**src/rtl/bcd_seg_scan.sv**
```systemverilog
`default_nettype none
// ============================================================================
// Module   : bcd_seg_scan
// Purpose  : Multiplexed 7-segment driver for N_DIG BCD digits with
//            anti-ghost blanking. Optional macro LZ_BLANK_EN adds
//            leading-zero blanking.
// Revision : 1.0 - initial release
// ============================================================================
module bcd_seg_scan #(
    parameter int N_DIG    = 4,
    parameter int SCAN_DIV = 1000
) (
    input  logic               clk,
    input  logic               rst,
    input  logic               load,
    input  logic [4*N_DIG-1:0] bcd_in,
    output logic [N_DIG-1:0]   dig_sel,
    output logic [6:0]         seg,
    output logic               err
);

    localparam int IW = (N_DIG > 1) ? $clog2(N_DIG) : 1;
    localparam int CW = (SCAN_DIV > 1) ? $clog2(SCAN_DIV) : 1;
    localparam logic [IW-1:0] c_idx_last = IW'(N_DIG - 1);
    localparam logic [CW-1:0] c_cnt_last = CW'(SCAN_DIV - 1);

    typedef enum logic [0:0] {
        ST_BLANK = 1'b0,
        ST_SHOW  = 1'b1
    } state_t;

    state_t             r_state, w_state;
    logic [IW-1:0]      r_idx, w_idx, w_nidx;
    logic [CW-1:0]      r_cnt, w_cnt;
    logic [4*N_DIG-1:0] r_shadow, w_src;
    logic [N_DIG-1:0]   r_dig_sel, w_dig_sel;
    logic [6:0]         r_seg, w_seg;
    logic               r_err, w_err;
    logic [3:0]         w_code;
`ifdef LZ_BLANK_EN
    logic               w_upper_zero;
`endif

    function automatic logic [6:0] decode(input logic [3:0] d);
        case (d)
            4'd0:    decode = 7'b0111111;
            4'd1:    decode = 7'b0000110;
            4'd2:    decode = 7'b1011011;
            4'd3:    decode = 7'b1001111;
            4'd4:    decode = 7'b1100110;
            4'd5:    decode = 7'b1101101;
            4'd6:    decode = 7'b1111101;
            4'd7:    decode = 7'b0000111;
            4'd8:    decode = 7'b1111111;
            4'd9:    decode = 7'b1101111;
            default: decode = 7'b1000000;
        endcase
    endfunction

    always_comb begin
        // A load on the sampling edge must be decoded directly from bcd_in.
        w_src  = load ? bcd_in : r_shadow;
        w_nidx = (r_idx == c_idx_last) ? '0 : r_idx + IW'(1);
        w_code = 4'd0;
`ifdef LZ_BLANK_EN
        w_upper_zero = 1'b1;
`endif
        for (int k = 0; k < N_DIG; k++) begin
            if (IW'(k) == w_nidx) w_code = w_src[4*k +: 4];
`ifdef LZ_BLANK_EN
            if (IW'(k) > w_nidx && w_src[4*k +: 4] != 4'd0) w_upper_zero = 1'b0;
`endif
        end

        w_state   = r_state;
        w_idx     = r_idx;
        w_cnt     = r_cnt;
        w_dig_sel = r_dig_sel;
        w_seg     = r_seg;
        w_err     = r_err;

        case (r_state)
            ST_BLANK: begin
                w_state   = ST_SHOW;
                w_idx     = w_nidx;
                w_cnt     = '0;
                w_dig_sel = N_DIG'(1) << w_nidx;
                w_seg     = decode(w_code);
`ifdef LZ_BLANK_EN
                if (w_nidx != '0 && w_code == 4'd0 && w_upper_zero) w_seg = 7'd0;
`endif
                if (w_code > 4'd9) w_err = 1'b1;
            end
            ST_SHOW: begin
                if (r_cnt == c_cnt_last) begin
                    w_state   = ST_BLANK;
                    w_dig_sel = '0;
                    w_seg     = 7'd0;
                end else begin
                    w_cnt = r_cnt + CW'(1);
                end
            end
            default: w_state = ST_BLANK;
        endcase
    end

    always_ff @(posedge clk) begin
        if (rst) begin
            r_state   <= ST_BLANK;
            r_idx     <= c_idx_last;
            r_cnt     <= '0;
            r_shadow  <= '0;
            r_dig_sel <= '0;
            r_seg     <= 7'd0;
            r_err     <= 1'b0;
        end else begin
            r_state   <= w_state;
            r_idx     <= w_idx;
            r_cnt     <= w_cnt;
            r_shadow  <= w_src;
            r_dig_sel <= w_dig_sel;
            r_seg     <= w_seg;
            r_err     <= w_err;
        end
    end

    assign dig_sel = r_dig_sel;
    assign seg     = r_seg;
    assign err     = r_err;

endmodule
`default_nettype wire

```
**config.mk**
```make
export PLATFORM = sky130hd
export DESIGN_NAME = bcd_seg_scan
export DESIGN_NICKNAME = d
export VERILOG_FILES = /design/src/rtl/bcd_seg_scan.sv
export SDC_FILE = /design/constraint.sdc
export NUM_CORES = 1
export LEC_CHECK = 0
export BUFFER_PORTS_ARGS = -buffer_cell sky130_fd_sc_hd__buf_2
export CAP_MARGIN = 20
export CORE_MARGIN = 5
export CORE_UTILIZATION = 45
export DETAILED_ROUTE_END_ITERATION = 16
export PLACE_DENSITY = 0.71
export SLEW_MARGIN = 20
export SYNTH_ARGS = -nofsm -noshare
export SYNTH_HDL_FRONTEND = slang
export SYNTH_SLANG_ARGS = --single-unit
```
**constraint.sdc**
```tcl
create_clock -name clk -period 5.2 [get_ports clk]
set_input_delay 0.78 -clock clk [delete_from_list [all_inputs] [get_ports clk]]
set_output_delay 0.78 -clock clk [all_outputs]
set_load 0.005 [all_outputs]
```
==> reports/metrics.yaml <==
outcome: "completed"
post_drt_via_cell_ratio: 5.225
netlist_instances: 217
async_flop_share: 0
post-route-period-util: 0.5160
final_layout_fill_cell_count: 420
via_count_of_the_first_global_routing_pass: 1513
synth.distinct_cells: 46
clock_tree.htree_level_count: 2
cts.sink_count: 41
critPathKind: "input pin to flop"
crit_path_max_fanout: 16
pin_count_of_the_biggest_net_entering_global_routing: 30
cts_made_buffers: 5
total_switching_power_w: 0.0001853
intPower_w: 0.0005491
drt_iter0_drcs: 53
regToRegSetupSlack_ns: 2.88
first_pass_grt_wire_length_um: 6824
fp.dieH_um: 76.53
place.gp.congestion: 0.8786
cts_resized: 0
power.total_w: 0.0007344
p_leak_nw: 1.001
number_of_enable_flip_flop_cells_after_synthesis: 0
clk-insertion-delay-late_ns: 0.29
synth_area_mm2: 0.001992
sw_frac_of_total: 0.2524
yosysMostFrequentCell: "sky130_fd_sc_hd__dfxtp_1"
place.port_buffers: 30
cts_setup_buffers: 0
grt_overflow: 0
totalNegativeSetupSlack_ns: 0
gr-usage-all-layers: 0.1393
area.growth.synth_to_final_pct: 13.94
fmax_ghz: 0.3727
cts_tree: "yes"
worstSetupStartpointType: "input pin"
peakVddDrop_v: 0.0002080
ys.flop_type: "sky130_fd_sc_hd__dfxtp_1"
finalHoldViolCount: 0
postCtsHoldBufs: 0
critPathCaptureType: "flop"
yosys_warnings: 0
clkSlewWorstSetupHoldPaths_ns: 0.07
cp_data_arrival_time_ns: 2.87
max_slew.worst_pin.slew_ns: 0.5785
max-clock-path-buffers: 2
slew-limit-headroom: 0.6132
yosysTopAreaCell: "sky130_fd_sc_hd__dfxtp_1"
fin_skew_ns: 0.004210
multi_input_area_mm2: 0.001091
synthesis.area_per_instance_um2: 9.179
share_of_power_burned_in_the_clock_network: 0.355
rows: 24
detailedPlacementHpwl_um: 2822
report.final.setup_viol: 0
core_region_area_mm2: 0.004324
syn_nets: 247
drc_errors: 0
post_synth_main_area_contributors: "sky130_fd_sc_hd__dfxtp_1 (41%), sky130_fd_sc_hd__mux2i_1 (7.5%), sky130_fd_sc_hd__ha_1 (6.9%)"
power-per-cell-area_mw_per_mm2: 323.6
ant_diodes: 0
groute.layer.met2.usage: 0.2175
synthTopCellsByCount: "sky130_fd_sc_hd__dfxtp_1 (41), sky130_fd_sc_hd__nor2_1 (32), sky130_fd_sc_hd__a21oi_1 (15), sky130_fd_sc_hd__mux2i_1 (15), sky130_fd_sc_hd__nand2_1 (12)"
combinationalPowerShare: 0.175
reg2reg_to: "seg[3]$_SDFFE_PP0P_"
final_routed_wirelength_across_all_metal_layers_um: 3930
hp-class: "flop to flop"
drt_pre_antenna_iters: 4
ys_seq_elements: 41
design.die.area_mm2: 0.005857
ioPinCount: 31
ant_nets: 0
nets: 275
grt_antenna_before_repair: 0
yosysTopAreaCellShare: 0.4121
crit_path_end: "seg[3]$_SDFFE_PP0P_"
area.sequential_um2: 820.8
worst-r2r-cell-count: 9
dr_total_vias: 1557
critical_path.startpoint: "load"
worstReg2RegStart: "r_idx[0]$_SDFFE_PP1N_"
synth-seq-area-share: 0.4121
slew_viol_final: 0
global_route_hottest_layer: "met2"
setup_repair_after_global_routing_missed_its_margin: "false"
final.min_clock_period_ns: 2.683
routedWlPerCell_um: 13.19
grt_use_met1: 0.1787
power.sequential.fraction: 0.469
layout-drive-gt1-share: 0.1829
worst_ep_required_time_ns: 5.38
post_layout_util: 0.5249
met3_track_utilization_from_global_routing: 0.03901
die_w_um: 76.53
cts-root-buf: "sky130_fd_sc_hd__clkbuf_8"
initial_utilization: 0.4606
timing.max_cap.violations: 0
==> worst min path at each step <==
| stage | endpoint | depth (start not counted) | startpoint |
|---|---|---|---|
| 6_report | seg[2]$_SDFFE_PP0P_ | 2 | seg[2]$_SDFFE_PP0P_ |
| 5_1_grt | seg[1]$_SDFFE_PP0P_ | 1 | seg[1]$_SDFFE_PP0P_ |
| 4_1_cts | seg[2]$_SDFFE_PP0P_ | 2 | seg[2]$_SDFFE_PP0P_ |
| 3_5_place_dp | seg[2]$_SDFFE_PP0P_ | 2 | seg[2]$_SDFFE_PP0P_ |
| 3_3_place_gp | err$_SDFFE_PP0P_ | 2 | err$_SDFFE_PP0P_ |
| 2_1_floorplan | err$_SDFFE_PP0P_ | 2 | err$_SDFFE_PP0P_ |
==> cell type report <==
cell class / count / area share
Timing Repair Buffer: 30 / 0.06615
Tap cell: 52 / 0.02867
Clock inverter: 1 / 0.01323
Inverter: 7 / 0.01158
Multi-Input combinational cell: 160 / 0.4807
Clock buffer: 7 / 0.03804
Sequential cell: 41 / 0.3616
==> state kept, by name (all words and copies together) (netlist names) <==
register,cells
dig_sel,4
err,1
r_cnt,10
r_idx,2
r_shadow,16
r_state,1
seg,7
==> cells in the final DEF (no fill, tap or decap), drive strengths merged, types with 6 or more instances in the layout <==
cell	count
nor2b	6
inv	6
a21oi	15
ha	11
nand3	9
dfxtp	41
buf	30
nand2	12
mux2i	15
clkbuf	7
nor2	32
==> through the flow <==
stage,cell area (um^2),instances,setup slack (ns),hold WS [ns]
floorplan,1992,217,2.471,0.4421
global placement,2153,290,2.234,0.4397
detailed placement,2153,290,2.211,0.4396
CTS,2270,298,2.525,0.4583
global route,2270,298,2.332,0.4855
finish,2270,298,2.517,0.4544
==> critical path, stage by stage <==
cell,delay (ns)
sky130_fd_sc_hd__buf_2,0.37
sky130_fd_sc_hd__mux2_2,0.40
sky130_fd_sc_hd__a221oi_1,0.28
sky130_fd_sc_hd__a21oi_1,0.06
sky130_fd_sc_hd__nor2_1,0.14
sky130_fd_sc_hd__a21o_1,0.15
sky130_fd_sc_hd__ha_1,0.25
sky130_fd_sc_hd__a21oi_1,0.12
sky130_fd_sc_hd__nor3_1,0.06
sky130_fd_sc_hd__a211o_1,0.26
==> per-layer routing <==
| layer | vias to the layer above | wire, um |
|---|---|---|
| met4 | 0 | 67 |
| met3 | 8 | 179 |
| met1 | 702 | 1888 |
| met5 | - | 0 |
| met2 | 30 | 1795 |
| li1 | 817 | - |
==> power groups by stage <==
stage	Clock [W]	Combinational, W	Sequential, W
floorplan	0	0.0000942	0.000351
finish	0.000261	0.000129	0.000345
global placement	0	0.000127	0.000352
detailed placement	0	0.000129	0.000352
global route	0.000284	0.000146	0.000347
CTS	0.000270	0.000130	0.000345
==> kinds of logic (layout without fill, tap and decap cells) <==
family                   after synthesis  after routing  synth area share
AND/OR/NAND/NOR                       81             81            0.2060
XOR/XNOR                               8              8           0.03517
flip-flops                            41             41            0.4121
multiplexers                          17             17           0.08668
AO/OA/AOI/OAI                         43             43            0.1507
buffers and inverters                 16             45           0.04020
adder cells (fa/ha/maj)               11             11           0.06909
(Power assumes the default switching activity.)
